==> src/rtl/wb_trace_if.sv <==
// wb_trace_if: write-back snoop, trace stream and register-dump signals of wb_trace_monitor.
interface wb_trace_if #(
  parameter int XLEN = 32,
  parameter int NUM_REGS = 32,
  parameter int DEPTH = 16
);
  localparam int RW = $clog2(NUM_REGS);
  localparam int CW = $clog2(DEPTH) + 1;
  logic            wb_en;
  logic [RW-1:0]   wb_rd;
  logic [XLEN-1:0] wb_data;
  logic            tr_valid;
  logic            tr_ready;
  logic [RW-1:0]   tr_rd;
  logic [XLEN-1:0] tr_data;
  logic [15:0]     tr_seq;
  logic [CW-1:0]   tr_count;
  logic            tr_overflow;
  logic            dump_req;
  logic            dump_valid;
  logic            dump_ready;
  logic [RW-1:0]   dump_idx;
  logic [XLEN-1:0] dump_data;
  logic            dump_busy;
  logic            dump_done;
  modport master (
    output wb_en, wb_rd, wb_data, tr_ready, dump_req, dump_ready,
    input  tr_valid, tr_rd, tr_data, tr_seq, tr_count, tr_overflow,
           dump_valid, dump_idx, dump_data, dump_busy, dump_done
  );
  modport slave (
    input  wb_en, wb_rd, wb_data, tr_ready, dump_req, dump_ready,
    output tr_valid, tr_rd, tr_data, tr_seq, tr_count, tr_overflow,
           dump_valid, dump_idx, dump_data, dump_busy, dump_done
  );
endinterface

==> src/rtl/wb_trace_monitor.sv <==
// wb_trace_monitor: write-back trace FIFO plus shadow register file streamed out on request.
module wb_trace_monitor #(
  parameter int XLEN = 32,
  parameter int NUM_REGS = 32,
  parameter int DEPTH = 16,
  parameter int WRAP_MODE = 0,
  parameter int FILTER_X0 = 1
) (
  input logic clk,
  input logic rst,
  wb_trace_if.slave bus
);
  localparam int RW = $clog2(NUM_REGS);
  localparam int AW = $clog2(DEPTH);
  localparam int CW = AW + 1;
  localparam int EW = RW + XLEN + 16;
  typedef enum logic [1:0] {IDLE, SCAN, DONE} state_t;
  logic [EW-1:0]   fifo_q [DEPTH];
  logic [XLEN-1:0] shadow_q [NUM_REGS];
  logic [AW-1:0]   head_q, head_d, tail_q, tail_d;
  logic [CW-1:0]   count_q, count_d;
  logic [15:0]     seq_q, seq_d;
  logic            ovf_q, ovf_d, qual, full, pop, push, adv;
  state_t          state_q, state_d;
  logic [RW-1:0]   idx_q, idx_d;
  always_comb begin
    qual = bus.wb_en && (FILTER_X0 == 0 || bus.wb_rd != '0);
    full = count_q == CW'(DEPTH);
    pop = count_q != '0 && bus.tr_ready;
    push = qual && (!full || pop || WRAP_MODE != 0);
    // in wrap mode a full FIFO drops its oldest entry to make room
    adv = pop || (qual && full && WRAP_MODE != 0);
    head_d = head_q + AW'(adv);
    tail_d = tail_q + AW'(push);
    count_d = count_q + CW'(push) - CW'(adv);
    seq_d = seq_q + 16'(qual);
    ovf_d = ovf_q || (qual && full && !pop);
    state_d = state_q == IDLE ? (bus.dump_req ? SCAN : IDLE) :
              state_q == DONE ? IDLE :
              (bus.dump_ready && idx_q == RW'(NUM_REGS - 1)) ? DONE : SCAN;
    idx_d = (state_q == SCAN && state_d == SCAN) ? idx_q + RW'(bus.dump_ready) : '0;
  end
  always_ff @(posedge clk) begin
    if (rst) begin
      head_q <= '0;
      tail_q <= '0;
      count_q <= '0;
      seq_q <= '0;
      ovf_q <= 1'b0;
      state_q <= IDLE;
      idx_q <= '0;
      for (int i = 0; i < NUM_REGS; i++) shadow_q[i] <= '0;
    end else begin
      head_q <= head_d;
      tail_q <= tail_d;
      count_q <= count_d;
      seq_q <= seq_d;
      ovf_q <= ovf_d;
      state_q <= state_d;
      idx_q <= idx_d;
      if (push) fifo_q[tail_q] <= {bus.wb_rd, bus.wb_data, seq_q};
      if (qual) shadow_q[bus.wb_rd] <= bus.wb_data;
    end
  end
  assign bus.tr_valid = count_q != '0;
  assign {bus.tr_rd, bus.tr_data, bus.tr_seq} = bus.tr_valid ? fifo_q[head_q] : '0;
  assign bus.tr_count = count_q;
  assign bus.tr_overflow = ovf_q;
  assign bus.dump_valid = state_q == SCAN;
  assign bus.dump_busy = state_q == SCAN;
  assign bus.dump_done = state_q == DONE;
  assign bus.dump_idx = idx_q;
  assign bus.dump_data = shadow_q[idx_q];
endmodule

==> src/flat_wrapper.sv <==
// flat-port wrapper written by rule: the top's interface ports become plain ports
module wb_trace_monitor_flat 
#(
  parameter int XLEN = 32,
  parameter int NUM_REGS = 32,
  parameter int DEPTH = 16,
  parameter int WRAP_MODE = 0,
  parameter int FILTER_X0 = 1
)
  (clk, rst, bus_wb_en, bus_wb_rd, bus_wb_data, bus_tr_ready, bus_dump_req, bus_dump_ready, bus_tr_valid, bus_tr_rd, bus_tr_data, bus_tr_seq, bus_tr_count, bus_tr_overflow, bus_dump_valid, bus_dump_idx, bus_dump_data, bus_dump_busy, bus_dump_done);
  wb_trace_if #(.XLEN(XLEN), .NUM_REGS(NUM_REGS), .DEPTH(DEPTH)) bus_i ();
  input logic clk;
  input logic rst;
  input wire logic [$bits(bus_i.wb_en)-1:0] bus_wb_en;
  input wire logic [$bits(bus_i.wb_rd)-1:0] bus_wb_rd;
  input wire logic [$bits(bus_i.wb_data)-1:0] bus_wb_data;
  input wire logic [$bits(bus_i.tr_ready)-1:0] bus_tr_ready;
  input wire logic [$bits(bus_i.dump_req)-1:0] bus_dump_req;
  input wire logic [$bits(bus_i.dump_ready)-1:0] bus_dump_ready;
  output wire logic [$bits(bus_i.tr_valid)-1:0] bus_tr_valid;
  output wire logic [$bits(bus_i.tr_rd)-1:0] bus_tr_rd;
  output wire logic [$bits(bus_i.tr_data)-1:0] bus_tr_data;
  output wire logic [$bits(bus_i.tr_seq)-1:0] bus_tr_seq;
  output wire logic [$bits(bus_i.tr_count)-1:0] bus_tr_count;
  output wire logic [$bits(bus_i.tr_overflow)-1:0] bus_tr_overflow;
  output wire logic [$bits(bus_i.dump_valid)-1:0] bus_dump_valid;
  output wire logic [$bits(bus_i.dump_idx)-1:0] bus_dump_idx;
  output wire logic [$bits(bus_i.dump_data)-1:0] bus_dump_data;
  output wire logic [$bits(bus_i.dump_busy)-1:0] bus_dump_busy;
  output wire logic [$bits(bus_i.dump_done)-1:0] bus_dump_done;
  assign bus_i.wb_en = bus_wb_en;
  assign bus_i.wb_rd = bus_wb_rd;
  assign bus_i.wb_data = bus_wb_data;
  assign bus_i.tr_ready = bus_tr_ready;
  assign bus_i.dump_req = bus_dump_req;
  assign bus_i.dump_ready = bus_dump_ready;
  assign bus_tr_valid = bus_i.tr_valid;
  assign bus_tr_rd = bus_i.tr_rd;
  assign bus_tr_data = bus_i.tr_data;
  assign bus_tr_seq = bus_i.tr_seq;
  assign bus_tr_count = bus_i.tr_count;
  assign bus_tr_overflow = bus_i.tr_overflow;
  assign bus_dump_valid = bus_i.dump_valid;
  assign bus_dump_idx = bus_i.dump_idx;
  assign bus_dump_data = bus_i.dump_data;
  assign bus_dump_busy = bus_i.dump_busy;
  assign bus_dump_done = bus_i.dump_done;
  wb_trace_monitor #(.XLEN(XLEN), .NUM_REGS(NUM_REGS), .DEPTH(DEPTH), .WRAP_MODE(WRAP_MODE), .FILTER_X0(FILTER_X0)) u_core (.clk(clk), .rst(rst), .bus(bus_i));
endmodule
==> config.mk <==
export PLATFORM = sky130hd
export DESIGN_NAME = wb_trace_monitor_flat
export DESIGN_NICKNAME = d
export VERILOG_FILES = /design/src/rtl/wb_trace_if.sv /design/src/rtl/wb_trace_monitor.sv /design/src/flat_wrapper.sv
export SDC_FILE = /design/constraint.sdc
export NUM_CORES = 2
export LEC_CHECK = 0
export CAP_MARGIN = 10
export CORE_UTILIZATION = 55
export CTS_CLUSTER_DIAMETER = 60
export DETAILED_ROUTE_END_ITERATION = 10
export PLACE_DENSITY = 0.79
export SLEW_MARGIN = 5
export SYNTH_ARGS = -nofsm -noshare
export SYNTH_HDL_FRONTEND = slang
export SYNTH_SLANG_ARGS = --single-unit
export TNS_END_PERCENT = 20
==> constraint.sdc <==
create_clock -name clk -period 8.56 [get_ports clk]
set_input_delay 1.712 -clock clk [delete_from_list [all_inputs] [get_ports clk]]
set_output_delay 1.712 -clock clk [all_outputs]
set_load 0.02 [all_outputs]
=== Yosys cells after proc, flatten, opt, wreduce, memory -nomap -nowiden ===
Memory sizes are Yosys's and may differ from the RTL's. A register that Yosys moved wholly into a read port is not among the register bits.
Index checks and enable logic that the tools add are counted.

* Add/sub/neg operators: 6
* Equal/unequal tests: 5
* Multiplexer cells: 18
* Bitwise operators: 1
* Reductions and logical operators: 16

{| class="wikitable"
|+ Operators with widths
! operator !! number
|-
| $mux W53 || 1
|-
| $mux W32 || 1
|-
| $reduce_or A32 Y1 || 1
|-
| $add A16 B1 Y16 || 1
|-
| $add A5 B1 Y5 || 2
|-
| $eq A5 B5 Y1 const B || 2
|-
| $mux W1 || 10
|-
| $mux W5 || 2
|-
| $reduce_bool A5 Y1 || 2
|-
| $add A4 B1 Y4 || 2
|-
| $logic_and A1 B1 Y1 || 7
|-
| $mux W2 || 3
|-
| $sub A5 B1 Y5 || 1
|-
| $eq A2 B1 Y1 const B || 2
|-
| $mux W4 || 1
|-
| $eq A2 B2 Y1 const B || 1
|-
| $logic_not A1 Y1 || 2
|-
| $logic_not A2 Y1 || 1
|-
| $logic_or A1 B1 Y1 || 2
|-
| $reduce_or A2 Y1 || 1
|-
| $not A1 Y1 || 1
|}

* Bits in registers: 37
* Memory bits (writable): 1872
* Bits of input ports: 43
* Output and inout port bits: 100
* Logic and storage cells: 55
* Memories: 2

{| class="wikitable"
|+ Memory list
! name !! depth !! width !! read ports !! clocked after Yosys merged registers in !! write ports !! RTL line !! text
|-
| u_core.shadow_q || 32 || 32 || 1 || 1 || 32 || wb_trace_monitor.sv:19 || <nowiki>logic [XLEN-1:0] shadow_q [NUM_REGS];</nowiki>
|-
| u_core.fifo_q || 16 || 53 || 1 || 1 || 1 || wb_trace_monitor.sv:18 || <nowiki>logic [EW-1:0] fifo_q [DEPTH];</nowiki>
|}

=== Logic depth before layout (Yosys ltp) ===
* Depth in word-level cells: 10
* Mapped depth: 14
* Depth with buffers taken out: 14

=== Worst setup path before layout ===
Ideal clock, no wire load.

* Kind: input port to flip-flop
* From: input port bus_wb_rd[1]
* To: memory u_core.fifo_q[0][0] (netlist bit), enable pin
* Setup time: 0.595 ns
* Arrival: 7.344 ns
* Data required time: 7.965 ns
* Setup slack: 0.621 ns
* Stages on the path: 4
* Buffers on the path: 0
* Cells stage by stage: nor3_1 -> a21boi_1 -> nand4bb_1 -> nor4_1

* Longest elaborated chain between the ends: 6

{| class="wikitable"
|+ Ends and longest elaborated chain
! item !! RTL line !! text
|-
| start: declaration || flat_wrapper.sv:15 || <nowiki>input wire logic [$bits(bus_i.wb_rd)-1:0] bus_wb_rd;</nowiki>
|-
| $reduce_bool A5 Y1 || wb_trace_monitor.sv:27 || <nowiki>qual = bus.wb_en && (FILTER_X0 == 0 || bus.wb_rd != '0);</nowiki>
|-
| $logic_and A1 B1 Y1 || wb_trace_monitor.sv:27 ||
|-
| $logic_and A1 B1 Y1 || wb_trace_monitor.sv:30 || <nowiki>push = qual && (!full || pop || WRAP_MODE != 0);</nowiki>
|-
| $mux W1 || wb_trace_monitor.sv:61 || <nowiki>if (push) fifo_q[tail_q] <= {bus.wb_rd, bus.wb_data, seq_q};</nowiki>
|-
| $mux W1 || wb_trace_monitor.sv:44 || <nowiki>if (rst) begin</nowiki>
|-
| $mux W1 (implied by the code) || wb_trace_monitor.sv:61 ||
|-
| end: declaration || wb_trace_monitor.sv:18 ||
|}

No other way between the ends.

==> impl_metrics.toml <==
[worst_setup_path]
cp.required_ns = 6.85
worstPathArrival_ns = 5.07
ff2ff_path_depth = 15
startpoint_type = "register"
endpoint_kind = "primary output"
endpoint = "bus_dump_data[24]"
cp_max_fo = 32
worstReg2RegEnd = "u_core.bus.tr_count[4]"
crit_type = "reg2out"
r2r_slack_ns = 4.40
rr_startpoint = "u_core.bus.tr_count[2]"
critPathLaunch = "u_core.bus.dump_idx[1]"

[floorplan]
start_util_pct = 55.67
die_h_um = 384.0
dieArea_sq_um = 147500
coreArea_sq_um = 144200
rows = 139
io_pins = 143
die_w_um = 384.0

[run_status]
violations = "capacitance limit, slew limit"
outcome = "complete, but fails checks"

[global_routing]
grt_pass1_vias = 42994
grt_remaining_overflow = 0
grt_start_max_net_pins = 153
antenna_found_initial = 7
grt_usage_pct = 27.36
grt_pass1_wl_um = 291300

[place]
hpwlAfterDp_um = 110000
port_buffers = 142
place_congestion = 0.8696
dp_slack_ns = 2.716

[timing]
post-route-period-util_pct = 79.26
fmax_mhz = 147.4
fin_skew_ns = 0.03948
relSlewSlack_pct = -0.8324
rsz0062_at_grt = "no"
setup_tns_ns = 0
worst_slew_pin_slew_ns = 1.501
finalMaxSlewViolations = 2
setup_violations = 0
finalCriticalPeriod_ns = 6.785
hold_viol_final = 0
whs_ns = 0.4520
setup_slack_ns = 1.775

[clock_network]
cts_setup_buffers = 0
h-tree-depth = 4
numCtsBuffers = 184
holdBufCountCts = 0
clockRootBuffer = "clkbuf_16"
cts_max_path_buffers = 3
post_cts_resize_count = 0
cts_tree = "done"
clock_sinks = 1909
clk_latency_ns = 0.85
cts.clk_slew.worst_paths_ns = 0.06

[route]
vias = 42814
drt_iter0_drc = 5544
drc = 0
viasPerCell = 6.436
post_drt_wl_per_cell_um = 30.19
dr.pass1.iters = 6
ant_nets = 0
wirelength_um = 200800

[yosys]
syn_avg_cell_area_sq_um = 17.70
synth_cell_types = 48
synth-edff-count = 1872
synth-async-reset-ratio_pct = 0
seq_area_frac_synth_pct = 70.95
syn_inst = 4534
synth_most_common_cell = "edfxtp_1"
ys_top_cells_by_area = "edfxtp_1, mux4_2, and2_1, mux2i_1, clkbuf_1"
synth_flop_cell = "edfxtp_1"
ys_ff_latch = 1909
netlist_area_sq_um = 80270
synth_top_area_share_pct = 70.03
synth_top_area_cell = "edfxtp_1"
yosys-top-cells-count = "edfxtp_1, and2_1, mux4_2, clkbuf_1, mux2i_1"
ys_warn_count = 0

[finish]
drive_gt1_share_pct = 19.02
area_growth_pct = 11.37
nets = 4650

[pwr]
power.leakage_uw = 0.02870
peakVddDrop_mv = 0.2396
p_per_area_nw_per_um2 = 243.0

[job]
drv_cap = 1

[hold_path]
hold_path_class = "reg2reg"
hp-start = "u_core.bus.tr_overflow"
-- power breakdown --
group / internal, uW / switching (uW)
logic: 1250 / 1570
registers: 10600 / 176
clock network: 4550 / 3600
total: 16400 / 5340
-- through the flow --
| step | area [sq um] | cells | utilization [%] | power (uW) |
|---|---|---|---|---|
| after floorplan | 80390 | 4565 | - | 12690 |
| after global placement | 83320 | 6310 | 57.79 | 13690 |
| after detailed placement | 83320 | 6310 | 57.79 | 13740 |
| after CTS | 89390 | 6650 | 62.00 | 21820 |
| after global routing | 89390 | 6651 | 62.00 | 22300 |
| final | 89400 | 6652 | 62.00 | 21720 |
-- flip-flops by register name (all words and copies together), names as in the netlist --
register / count
u_core.shadow_q: 1024
u_core.head_q: 4
u_core.bus.tr_overflow: 1
u_core.state_q: 2
u_core.tail_q: 4
u_core.seq_q: 16
u_core.bus.tr_count: 5
u_core.bus.dump_idx: 5
u_core.fifo_q: 848
-- kinds of logic (layout without fill, tap and decap cells) --
kind of cell / Yosys count / after routing / synth area share (%)
buffers and inverters: 399 / 581 / 2.150
XOR/XNOR: 20 / 20 / 0.2182
AO/OA/AOI/OAI: 254 / 254 / 2.463
multiplexers: 649 / 649 / 14.27
AND/OR/NAND/NOR: 1288 / 1288 / 9.714
other: 1 / 34 / 0.004672
adder cells (fa/ha/maj): 14 / 14 / 0.2276
flip-flops: 1909 / 1909 / 70.95
-- critical path: stages, from the launching register on --
cell	delay, ns
dfxtp_4	0.71
and2_1	0.86
buf_4	0.49
a221oi_1	0.14
nor3_1	1.17
nor3_1	0.20
clkdlybuf4s50_1	0.64
-- placed cells by master, fill, tap and decap left out, types with 7 or more instances in the layout --
cell,instances
nor2_4,10
o221ai_1,32
a221oi_1,96
clkbuf_1,38
clkinv_16,8
clkinvlp_4,7
clkbuf_16,184
ha_1,13
edfxtp_1,1872
mux2_2,32
nand2_1,15
bufinv_16,18
dfxtp_1,28
buf_2,32
buf_12,7
inv_1,12
a211oi_1,64
nor3_1,53
buf_4,80
clkdlybuf4s50_1,109
clkinv_1,39
mux4_2,393
clkinv_2,35
nor2_1,27
xnor2_1,9
conb_1,32
mux2i_1,224
o22ai_1,26
a21oi_1,16
nor2b_1,46
nor2_2,32
nand3_1,9
or2_2,31
and2_1,1019
xor2_1,11
-- cell type report --
cell class                      instances  area [sq um]
Sequential cell                      1909         56980
Clock inverter                        118          1326
Antenna cell                            2         5.005
Multi-Input combinational cell       2257         21910
Inverter                               13         48.80
Tap cell                             1903          2381
Clock buffer                          222          4747
Timing Repair Buffer                  228          1992
Fill cell                            9628         54780
-- per-layer routing --
| layer | track usage [%] | up-vias | part of all wire, % |
|---|---|---|---|
| met4 | 9.783 | 2 | 3.6 |
| met1 | 37.17 | 22055 | 37 |
| li1 | - | 17609 | - |
| met2 | 43.26 | 2735 | 48 |
| met5 | 0 | - | 0.0080 |
| met3 | 6.806 | 413 | 11 |
-- how the worst min path moves through the flow --
stage / to / slack (ns) / depth (start not counted)
floorplan: u_core.state_q[1] / 0.48 / 2
global placement: u_core.bus.tr_overflow / 0.43 / 2
detailed placement: u_core.bus.tr_overflow / 0.45 / 2
CTS: u_core.bus.tr_overflow / 0.46 / 2
global route: u_core.bus.tr_overflow / 0.49 / 2
finish: u_core.bus.tr_overflow / 0.45 / 2
Power figures use the tool's default switching activity.
